[config.mk]
export PLATFORM = sky130hd
export DESIGN_NAME = bfp16_mult_arbiter_flat
export DESIGN_NICKNAME = d
export VERILOG_FILES = /design/src/rtl/bfp16_mult_arbiter_if.sv /design/src/rtl/bfp16_mult_arbiter.sv /design/src/flat_wrapper.sv
export SDC_FILE = /design/constraint.sdc
export NUM_CORES = 1
export LEC_CHECK = 0
export ABC_AREA = 1
export BUFFER_PORTS_ARGS = -buffer_cell sky130_fd_sc_hd__buf_4
export CAP_MARGIN = 15
export CORE_MARGIN = 3
export CORE_UTILIZATION = 29
export CTS_CLUSTER_SIZE = 30
export DETAILED_ROUTE_END_ITERATION = 16
export PLACE_DENSITY = 0.66
export SLEW_MARGIN = 10
export SYNTH_ARGS = -nofsm -noshare
export SYNTH_HDL_FRONTEND = slang
export SYNTH_SLANG_ARGS = --single-unit
export TNS_END_PERCENT = 30
[constraint.sdc]
create_clock -name CLK -period 6.45 [get_ports CLK]
set_input_delay 1.29 -clock CLK [delete_from_list [all_inputs] [get_ports CLK]]
set_output_delay 1.29 -clock CLK [all_outputs]
set_load 0.005 [all_outputs]
[src/rtl/bfp16_mult_arbiter_if.sv]
// rtl/bfp16_mult_arbiter_if.sv - request, multiplier and result signal bundle for bfp16_mult_arbiter
//
// Purpose: groups the per-requester operand ports, the shared multiplier
// connection and the result FIFO handshake into one interface.
// Ports (signals):
//   req_valid/req_a/req_b/req_ready : requester operand-pair handshake, 16 bits per slot
//   mult_a/mult_b/mult_o            : shared multiplier operands and registered product
//   res_valid/res_data/res_id/res_ready : tagged result stream
// Modports: slave = arbiter side, master = environment side.

interface bfp16_mult_arbiter_if #(
    parameter int NUM_REQ = 4,
    parameter int ID_W    = 2
);
    logic [NUM_REQ-1:0]    req_valid;
    logic [16*NUM_REQ-1:0] req_a;
    logic [16*NUM_REQ-1:0] req_b;
    logic [NUM_REQ-1:0]    req_ready;
    logic [15:0]           mult_a;
    logic [15:0]           mult_b;
    logic [15:0]           mult_o;
    logic                  res_valid;
    logic [15:0]           res_data;
    logic [ID_W-1:0]       res_id;
    logic                  res_ready;

    modport slave (
        input  req_valid, req_a, req_b, mult_o, res_ready,
        output req_ready, mult_a, mult_b, res_valid, res_data, res_id
    );

    modport master (
        output req_valid, req_a, req_b, mult_o, res_ready,
        input  req_ready, mult_a, mult_b, res_valid, res_data, res_id
    );
endinterface

[src/rtl/bfp16_mult_arbiter.sv]
// rtl/bfp16_mult_arbiter.sv - round-robin sharing of one BFP16 multiplier with a tagged result FIFO
//
// Purpose: picks one operand pair per cycle among NUM_REQ requesters, drives it
// onto the external multiplier, captures the product one cycle later and queues
// it with the requester index in a RES_DEPTH-entry FIFO.
// Ports:
//   CLK : clock, rising edge
//   RST : synchronous active-high reset
//   bus : bfp16_mult_arbiter_if.slave (requests, multiplier link, result stream)
// Optional feature macro: BFP16_ARB_FIXED_PRIO_EN selects fixed priority
// (lowest valid index wins) instead of round-robin.

module bfp16_mult_arbiter #(
    parameter int NUM_REQ   = 4,
    parameter int ID_W      = 2,
    parameter int RES_DEPTH = 2
) (
    input  logic                  CLK,
    input  logic                  RST,
    bfp16_mult_arbiter_if.slave   bus
);
    localparam int CNT_W = $clog2(RES_DEPTH + 1);
    localparam int PTR_W = $clog2(RES_DEPTH);

    logic [ID_W-1:0]  rr_ptr_q, rr_ptr_d;
    logic             s1_v_q, s1_v_d;
    logic [ID_W-1:0]  s1_id_q, s1_id_d;
    logic [CNT_W-1:0] count_q, count_d;
    logic [PTR_W-1:0] wr_ptr_q, wr_ptr_d;
    logic [PTR_W-1:0] rd_ptr_q, rd_ptr_d;
    logic [15:0]      data_mem_q [RES_DEPTH];
    logic [15:0]      data_mem_d [RES_DEPTH];
    logic [ID_W-1:0]  id_mem_q   [RES_DEPTH];
    logic [ID_W-1:0]  id_mem_d   [RES_DEPTH];

    logic             res_valid;
    logic             pop;
    logic             push;
    logic [CNT_W:0]   occ;
    logic             can_issue;
    logic             gnt_any;
    logic [ID_W-1:0]  gnt_idx;
    logic [ID_W:0]    scan;

    assign res_valid = (count_q != '0);
    assign pop       = res_valid & bus.res_ready;
    assign push      = s1_v_q;

    // Occupancy counts the in-flight product, so a slot is always reserved
    // before a pair is issued; a same-cycle pop frees a slot immediately.
    always_comb begin
        occ = (CNT_W+1)'(count_q) + (CNT_W+1)'(s1_v_q) - (CNT_W+1)'(pop);
        can_issue = (occ < (CNT_W+1)'(RES_DEPTH));
    end

    // Scan from rr_ptr upward, wrapping at NUM_REQ; first valid wins.
    always_comb begin
        gnt_any = 1'b0;
        gnt_idx = '0;
        scan    = '0;
        if (can_issue && !RST) begin
            for (int k = 0; k < NUM_REQ; k++) begin
                scan = {1'b0, rr_ptr_q} + (ID_W+1)'(k);
                if (scan >= (ID_W+1)'(NUM_REQ)) begin
                    scan = scan - (ID_W+1)'(NUM_REQ);
                end
                if (!gnt_any && bus.req_valid[scan[ID_W-1:0]]) begin
                    gnt_any = 1'b1;
                    gnt_idx = scan[ID_W-1:0];
                end
            end
        end
    end

    always_comb begin
        bus.req_ready = '0;
        bus.mult_a    = 16'h0000;
        bus.mult_b    = 16'h0000;
        for (int i = 0; i < NUM_REQ; i++) begin
            if (gnt_any && (gnt_idx == ID_W'(i))) begin
                bus.req_ready[i] = 1'b1;
                bus.mult_a       = bus.req_a[16*i +: 16];
                bus.mult_b       = bus.req_b[16*i +: 16];
            end
        end
    end

    always_comb begin
        s1_v_d  = gnt_any;
        s1_id_d = gnt_idx;
`ifdef BFP16_ARB_FIXED_PRIO_EN
        // Fixed priority: the scan always starts at index 0.
        rr_ptr_d = '0;
`else
        rr_ptr_d = rr_ptr_q;
        if (gnt_any) begin
            rr_ptr_d = (gnt_idx == ID_W'(NUM_REQ - 1)) ? '0 : gnt_idx + 1'b1;
        end
`endif
    end

    // The multiplier output is valid in the cycle after issue, so the
    // in-flight flag doubles as the FIFO push strobe.
    always_comb begin
        count_d    = count_q + CNT_W'(push) - CNT_W'(pop);
        wr_ptr_d   = wr_ptr_q;
        rd_ptr_d   = rd_ptr_q;
        data_mem_d = data_mem_q;
        id_mem_d   = id_mem_q;
        if (push) begin
            data_mem_d[wr_ptr_q] = bus.mult_o;
            id_mem_d[wr_ptr_q]   = s1_id_q;
            wr_ptr_d = (wr_ptr_q == PTR_W'(RES_DEPTH - 1)) ? '0 : wr_ptr_q + 1'b1;
        end
        if (pop) begin
            rd_ptr_d = (rd_ptr_q == PTR_W'(RES_DEPTH - 1)) ? '0 : rd_ptr_q + 1'b1;
        end
    end

    always_ff @(posedge CLK) begin
        if (RST) begin
            rr_ptr_q <= '0;
            s1_v_q   <= 1'b0;
            s1_id_q  <= '0;
            count_q  <= '0;
            wr_ptr_q <= '0;
            rd_ptr_q <= '0;
            for (int i = 0; i < RES_DEPTH; i++) begin
                data_mem_q[i] <= 16'h0000;
                id_mem_q[i]   <= '0;
            end
        end else begin
            rr_ptr_q   <= rr_ptr_d;
            s1_v_q     <= s1_v_d;
            s1_id_q    <= s1_id_d;
            count_q    <= count_d;
            wr_ptr_q   <= wr_ptr_d;
            rd_ptr_q   <= rd_ptr_d;
            data_mem_q <= data_mem_d;
            id_mem_q   <= id_mem_d;
        end
    end

    assign bus.res_valid = res_valid;
    assign bus.res_data  = data_mem_q[rd_ptr_q];
    assign bus.res_id    = id_mem_q[rd_ptr_q];

endmodule

[src/flat_wrapper.sv]
// flat-port wrapper written by rule: the top's interface ports become plain ports
module bfp16_mult_arbiter_flat 
#(
    parameter int NUM_REQ   = 4,
    parameter int ID_W      = 2,
    parameter int RES_DEPTH = 2
)
  (CLK, RST, bus_req_valid, bus_req_a, bus_req_b, bus_mult_o, bus_res_ready, bus_req_ready, bus_mult_a, bus_mult_b, bus_res_valid, bus_res_data, bus_res_id);
  bfp16_mult_arbiter_if #(.NUM_REQ(NUM_REQ), .ID_W(ID_W)) bus_i ();
  input  logic CLK;
  input  logic RST;
  input wire logic [$bits(bus_i.req_valid)-1:0] bus_req_valid;
  input wire logic [$bits(bus_i.req_a)-1:0] bus_req_a;
  input wire logic [$bits(bus_i.req_b)-1:0] bus_req_b;
  input wire logic [$bits(bus_i.mult_o)-1:0] bus_mult_o;
  input wire logic [$bits(bus_i.res_ready)-1:0] bus_res_ready;
  output wire logic [$bits(bus_i.req_ready)-1:0] bus_req_ready;
  output wire logic [$bits(bus_i.mult_a)-1:0] bus_mult_a;
  output wire logic [$bits(bus_i.mult_b)-1:0] bus_mult_b;
  output wire logic [$bits(bus_i.res_valid)-1:0] bus_res_valid;
  output wire logic [$bits(bus_i.res_data)-1:0] bus_res_data;
  output wire logic [$bits(bus_i.res_id)-1:0] bus_res_id;
  assign bus_i.req_valid = bus_req_valid;
  assign bus_i.req_a = bus_req_a;
  assign bus_i.req_b = bus_req_b;
  assign bus_i.mult_o = bus_mult_o;
  assign bus_i.res_ready = bus_res_ready;
  assign bus_req_ready = bus_i.req_ready;
  assign bus_mult_a = bus_i.mult_a;
  assign bus_mult_b = bus_i.mult_b;
  assign bus_res_valid = bus_i.res_valid;
  assign bus_res_data = bus_i.res_data;
  assign bus_res_id = bus_i.res_id;
  bfp16_mult_arbiter #(.NUM_REQ(NUM_REQ), .ID_W(ID_W), .RES_DEPTH(RES_DEPTH)) u_core (.CLK(CLK), .RST(RST), .bus(bus_i));
endmodule
==> flow_summary.toml, run 1 <==
[run_status]
outcome = "completed"

[placed_design]
dp_hpwl_mm = 10.4
place_area_mm2 = 0.00567
io_buffers = 205
gp_congestion = 0.833
numPlacedInstances = 1081
dp_worst_setup_slack_ns = 0.639

[timing]
fmax_mhz = 173
layout_worst_path_cycle_share = 0.895
layout_setup_ws_ns = 0.677
hold-worst-slack_ns = 0.479
hold_violations = 0
number_of_max_slew_violations_in_the_final_report = 0
worst_clock_skew_ns = 0.00429
report.final.setup_viol = 0
period_minus_slack_ns = 5.77
timing.slew.headroom = 0.364
grt_setup_unrepaired = "false"
tns_ns = 0
worst_pin_slew_ns = 0.954

[cts]
cts-htree-levels = 2
clock_tree_from_tritoncts = "yes"
cts.clk_slew.worst_paths_ns = 0.06
cts.repair.resized = 0
postcts_setup_bufs = 0
cts_buffer_depth = 2
worst_skew_pair.late_latency_ns = 0.28
cts-root-buf = "clkbuf_16"
cts.sinks = 45
cts.hold.buffers_added = 0
clock_buffer_count_from_cts = 5

[global_route]
maximum_number_of_pins_on_one_net_before_global_route_repair = 99
gr-total-overflow = 0
grtUsageTotal = 0.173
first_global_vias = 4698
grt_first_pass_wirelength_mm = 22.9
grt_antenna_before_repair = 0

[synth]
post-synth-top-area-cell = "dfxtp_1"
largest_cells_by_area_after_synthesis = "dfxtp_1, nand2_1, nand4_1, nor2_1, inv_1"
syn-cell-area_mm2 = 0.00407
synth_edf_count = 0
synth_area_per_cell_um2 = 5.45
yosys_most_used_dff = "dfxtp_1"
synth.distinct_cells = 32
yosys_warnings = 0
synth.net_count = 904
synthDominantCellAreaShare = 0.221
synth.most_common_cell = "nand2_1"
synth_seq_area_share = 0.221
postSynth.asyncResetShare = 0
synth.top_cells.by_count = "nand2_1, nor2_1, nand4_1, inv_1, dfxtp_1"
synth-seq-cells = 45
synth_cells = 746

[power_and_ir_drop]
power_density_mw_per_mm2 = 330
ir_drop_mv = 0.220
power.static_leakage_nw = 3.34

[drt]
routed_wire_length_per_instance_um = 13.0
route.final.wire_length_mm = 14.1
vias_per_cell = 4.67
antenna_violating_nets_post_route = 0
num_vias = 5082
drt-pass1-iter-count = 4
drtIter0Drc = 264
drc_errors = 0

[die]
initial_core_util = 0.302
num_io_pins = 206
row_count = 42
core_region_area_mm2 = 0.0135
die_area_mm2 = 0.0155
die_height_um = 124
chipWidth_um = 124

[cells_and_area]
area_growth_syn_to_layout_pct = 43.6
finalNetCount = 1070
layout-drive-gt1-share = 0.294
final-instance-count-excl-fill = 1089
antenna-diode-count = 0
postLayoutCellArea_mm2 = 0.00584

[setup_path]
startpoint_type = "input port"
critPathArrivalTime_ns = 4.48
crit_path_slowest_cell = "ha_1"
crit_chain = "buf_4 -> nand2_1 -> inv_1 -> ha_1 -> inv_1 -> ha_1 -> inv_1 -> fa_1 -> xnor2_1 -> nand2_1 -> nor2_4 -> nand2_2 -> nor2_1 -> inv_1 -> ha_1 -> nand3_2 -> buf_4 -> nand3_1 -> nand2_1 -> nand2_1 -> buf_4"
worstPathBufferInverterCount = 7
path_class = "in2out"
path_delay_family = "adder cells"
endpoint_kind = "output pin"
worst_ep_required_time_ns = 5.16
largest_stage_delay_on_the_critical_path_ns = 0.38
critical_path_peak_fanout = 16

[flow_run]
maxCapViolations = 0

[min_path]
hold_class = "reg2reg"
==> metrics by stage <==
stage | utilization | total power [mW]
floorplan | - | 1.15
global placement | 0.421 | 1.64
detailed placement | 0.421 | 1.64
CTS | 0.434 | 1.94
global route | 0.434 | 2.11
finish | 0.434 | 1.93
==> tightest hold or removal path: cells and delay by family (launching register included) <==
| family | cells | cell delay, ns |
|---|---|---|
| DFF | 1 | 0.32 |
| and+or+nand+nor | 2 | 0.12 |
==> final cells by class <==
type | count | area (um^2)
flip-flops and latches | 45 | 901
well taps | 176 | 220
repair buffers | 216 | 1650
fillers | 1491 | 7610
clock buffers | 7 | 143
multi-input cells | 525 | 2450
inverters | 119 | 449
clock inverters | 1 | 30.0
==> routing by layer <==
metal	global-route usage	share of wire	up-vias
met5	0	0	-
met3	0.0450	0.076	15
li1	-	-	2679
met4	0.0400	0.018	0
met1	0.222	0.42	2211
met2	0.293	0.48	177
==> where the power goes <==
part	leakage [nW]	internal [mW]	switching, mW
logic	2.89	0.504	0.727
clock network	0.0841	0.193	0.101
registers	0.368	0.349	0.0509
total	3.34	1.05	0.879
==> placed cells by master (no fill, tap or decap), drive strengths merged <==
cell type  instances
xnor2              1
nand3             37
fa                 1
ha                 6
or2                1
nand2            214
and2               1
nand4             96
nor2             120
buf              216
clkbuf             7
inv              115
o21ai             42
dfxtp             45
bufinv             1
a21oi              2
nor4               1
nor3b              1
xor2               1
clkinv             4
nor3               1
==> registers in the layout (all words and copies together) (netlist names) <==
name and count:
u_core.count_q 2, u_core.data_mem_q 32, u_core.id_mem_q 4, u_core.push 1, u_core.rd_ptr_q 1, u_core.rr_ptr_q 2, u_core.s1_id_q 2, u_core.wr_ptr_q 1
==> worst paths after layout <==
kind | startpoint | to | slack (ns) | cells after the start
setup / recovery | bus_res_ready | bus_mult_b[2] | 0.68 | 21
hold / removal | u_core.data_mem_q[1] | u_core.data_mem_q[1] | 0.48 | 2
setup reg to reg | u_core.count_q[1] | u_core.rr_ptr_q[1] | 3.31 | 17
hold reg to reg | u_core.data_mem_q[1] | u_core.data_mem_q[1] | 0.48 | 2
==> kinds of logic after synthesis <==
logic type / Yosys count / synth area share
xor+xnor: 2 / 0.00431
simple gates: 472 / 0.518
fa+ha+maj: 7 / 0.0234
flops: 45 / 0.221
buf+inv: 176 / 0.177
compound gates: 44 / 0.0551
Note: power is estimated with default switching activity, not from simulation.
==> run 2: changes to the inputs <==
--- a/config.mk
+++ b/config.mk
@@ -8,11 +8,13 @@
 export ABC_AREA = 1
 export BUFFER_PORTS_ARGS = -buffer_cell sky130_fd_sc_hd__buf_4
 export CAP_MARGIN = 15
+export CORE_ASPECT_RATIO = 1.5
 export CORE_MARGIN = 3
 export CORE_UTILIZATION = 29
 export CTS_CLUSTER_SIZE = 30
 export DETAILED_ROUTE_END_ITERATION = 16
 export PLACE_DENSITY = 0.66
+export RECOVER_POWER = 100
 export SLEW_MARGIN = 10
 export SYNTH_ARGS = -nofsm -noshare
 export SYNTH_HDL_FRONTEND = slang
==> run 2 against run 1 <==
Non-clock buffer count decreased by 2. Clock power is 18% lower. Die area up 0.19%. First-iteration DRC count is 11% lower. Sequential power barely moved. Combinational power fell by 4%. Flip-flop and latch count unchanged. Via count increased by 0.92%. Register-to-register slack got worse by 0.17 ns. Power shrank 5.4%. Sequential share of layout area rose by 0.30 points. Critical endpoint is now bus_mult_b[6].
==> flow_summary.toml, run 2 (synthesis gave the netlist of run 1 again) <==
[die]
initial_core_util = 0.299
core_region_area_mm2 = 0.0136
chipWidth_um = 103
die_area_mm2 = 0.0155
die_height_um = 151
row_count = 52
num_io_pins = 206

[cts]
clock_tree_from_tritoncts = "yes"
worst_skew_pair.late_latency_ns = 0.28
postcts_setup_bufs = 0
clock_buffer_count_from_cts = 5
cts.clk_slew.worst_paths_ns = 0.05
cts-htree-levels = 2
cts.repair.resized = 0
cts.hold.buffers_added = 0
cts.sinks = 45
cts-root-buf = "clkbuf_16"
cts_buffer_depth = 2

[power_and_ir_drop]
power.static_leakage_nw = 3.27
ir_drop_mv = 0.190
power_density_mw_per_mm2 = 318

[global_route]
maximum_number_of_pins_on_one_net_before_global_route_repair = 99
grt_first_pass_wirelength_mm = 21.7
grtUsageTotal = 0.172
gr-total-overflow = 0
first_global_vias = 4498
grt_antenna_before_repair = 0

[timing]
hold-worst-slack_ns = 0.481
fmax_mhz = 171
hold_violations = 0
report.final.setup_viol = 0
worst_pin_slew_ns = 1.02
layout_worst_path_cycle_share = 0.909
number_of_max_slew_violations_in_the_final_report = 0
worst_clock_skew_ns = 0.00309
tns_ns = 0
period_minus_slack_ns = 5.86
timing.slew.headroom = 0.319
grt_setup_unrepaired = "false"

[setup_path]
worstPathBufferInverterCount = 7
startpoint_type = "input port"
r2r_end = "u_core.rr_ptr_q[1]"
path_class = "in2out"
critical_path_peak_fanout = 97
crit-reg2reg-launch = "u_core.count_q[1]"
path_delay_family = "buffers and inverters"
reg2regPathDepth = 17
largest_stage_delay_on_the_critical_path_ns = 0.85
worst_ep_required_time_ns = 5.16
ff2ff_setup_slack_ns = 3.14
worst_path_most_repeated_cell = "nand2_1"
endpoint_kind = "output pin"
crit_path_slowest_cell = "clkbuf_4"
critPathArrivalTime_ns = 4.57
crit_chain = "clkbuf_4 -> nand2_1 -> inv_1 -> ha_1 -> inv_1 -> ha_1 -> inv_1 -> fa_1 -> xnor2_1 -> nand2_1 -> nor2_1 -> clkbuf_4 -> nand3_2 -> buf_4 -> nand3_1 -> nand2_1 -> nand2_1 -> clkbuf_4"

[drt]
drc_errors = 0
vias_per_cell = 4.78
route.final.wire_length_mm = 13.9
antenna_violating_nets_post_route = 0
drt-pass1-iter-count = 5
drtIter0Drc = 234
num_vias = 5129
routedLengthMet1_mm = 5.49
routed_wire_length_per_instance_um = 13.0
dr.max_layer_used = "met4"
dr_wl_met3_um = 931
met2_length_mm = 7.30

[cells_and_area]
area_growth_syn_to_layout_pct = 40.8
biggestRegsByFlops = "u_core.data_mem_q x32, u_core.id_mem_q x4"
antenna-diode-count = 0
final-instance-count-excl-fill = 1073
layout-drive-gt1-share = 0.282
multiInputGateArea_mm2 = 0.00244
largest_register_ff_count = 32
register_with_the_highest_flop_count = "u_core.data_mem_q"
mostFrequentLayoutCells = "nand2_1, buf_4, nor2_1"
layout.cells.most_common = "nand2_1"
finalNetCount = 1068
fillers = 1528
regArea_um2 = 901

[placed_design]
io_buffers = 205
gp_congestion = 0.829
numPlacedInstances = 1065
dp_hpwl_mm = 10.2

[min_path]
hold_class = "reg2reg"
hold_end = "u_core.id_mem_q[3]"
min_from = "u_core.s1_id_q[1]"
min_delay_path_depth = 2

[run_status]
outcome = "completed"

[flow_run]
maxCapViolations = 0
## run 2: layer usage
layer | up-vias | track usage
met4 | 0 | 0.0368
met2 | 183 | 0.310
li1 | 2672 | -
met5 | - | 0
met3 | 12 | 0.0355
met1 | 2262 | 0.207
## run 2: layout make-up
class | count | share of cell area
well taps | 162 | 0.0354
flip-flops and latches | 45 | 0.157
repair buffers | 214 | 0.279
inverters | 119 | 0.0784
multi-input cells | 525 | 0.426
clock buffers | 8 | 0.0238
## run 2: worst max path at each step
| stage | cells past startpoint | slack, ns | endpoint | from |
|---|---|---|---|---|
| floorplan | 23 | 0.74 | bus_mult_a[0] | bus_res_ready |
| global placement | 18 | 0.78 | bus_mult_b[4] | bus_res_ready |
| detailed placement | 18 | 0.77 | bus_mult_b[4] | bus_res_ready |
| CTS | 18 | 0.76 | bus_mult_b[4] | bus_res_ready |
| global route | 19 | 0.22 | bus_mult_b[9] | bus_res_ready |
| finish | 18 | 0.59 | bus_mult_b[6] | bus_res_ready |
## run 2: stage by stage
step / utilization / worst slack [ns] / instance area (um^2) / power [mW]
2_1_floorplan: - / 0.741 / 4070 / 1.15
3_3_place_gp: 0.414 / 0.781 / 5620 / 1.62
3_5_place_dp: 0.414 / 0.775 / 5620 / 1.63
4_1_cts: 0.424 / 0.760 / 5760 / 1.87
5_1_grt: 0.421 / 0.222 / 5730 / 2.01
6_report: 0.421 / 0.590 / 5730 / 1.82
## run 2: where the power goes
part           leakage [nW]  internal (mW)  total, mW  switching (mW)
clock network        0.0652          0.144      0.241          0.0966
logic                  2.83          0.469       1.18           0.712
registers             0.368          0.349      0.400          0.0508
total                  3.27          0.962       1.82           0.859
## run 2: worst reg2reg max path, stage by stage (launching register included)
cell and delay, ns:
dfxtp_1 0.34, or2_2 0.33, nand2_1 0.10, inv_1 0.05
ha_1 0.27, inv_1 0.06, ha_1 0.14, inv_1 0.05
fa_1 0.37, xnor2_1 0.17, nand2_1 0.07, nor2_1 0.22
nand2_2 0.15, nor2_1 0.25, inv_1 0.10, ha_1 0.30
o21ai_0 0.17, a21oi_1 0.06
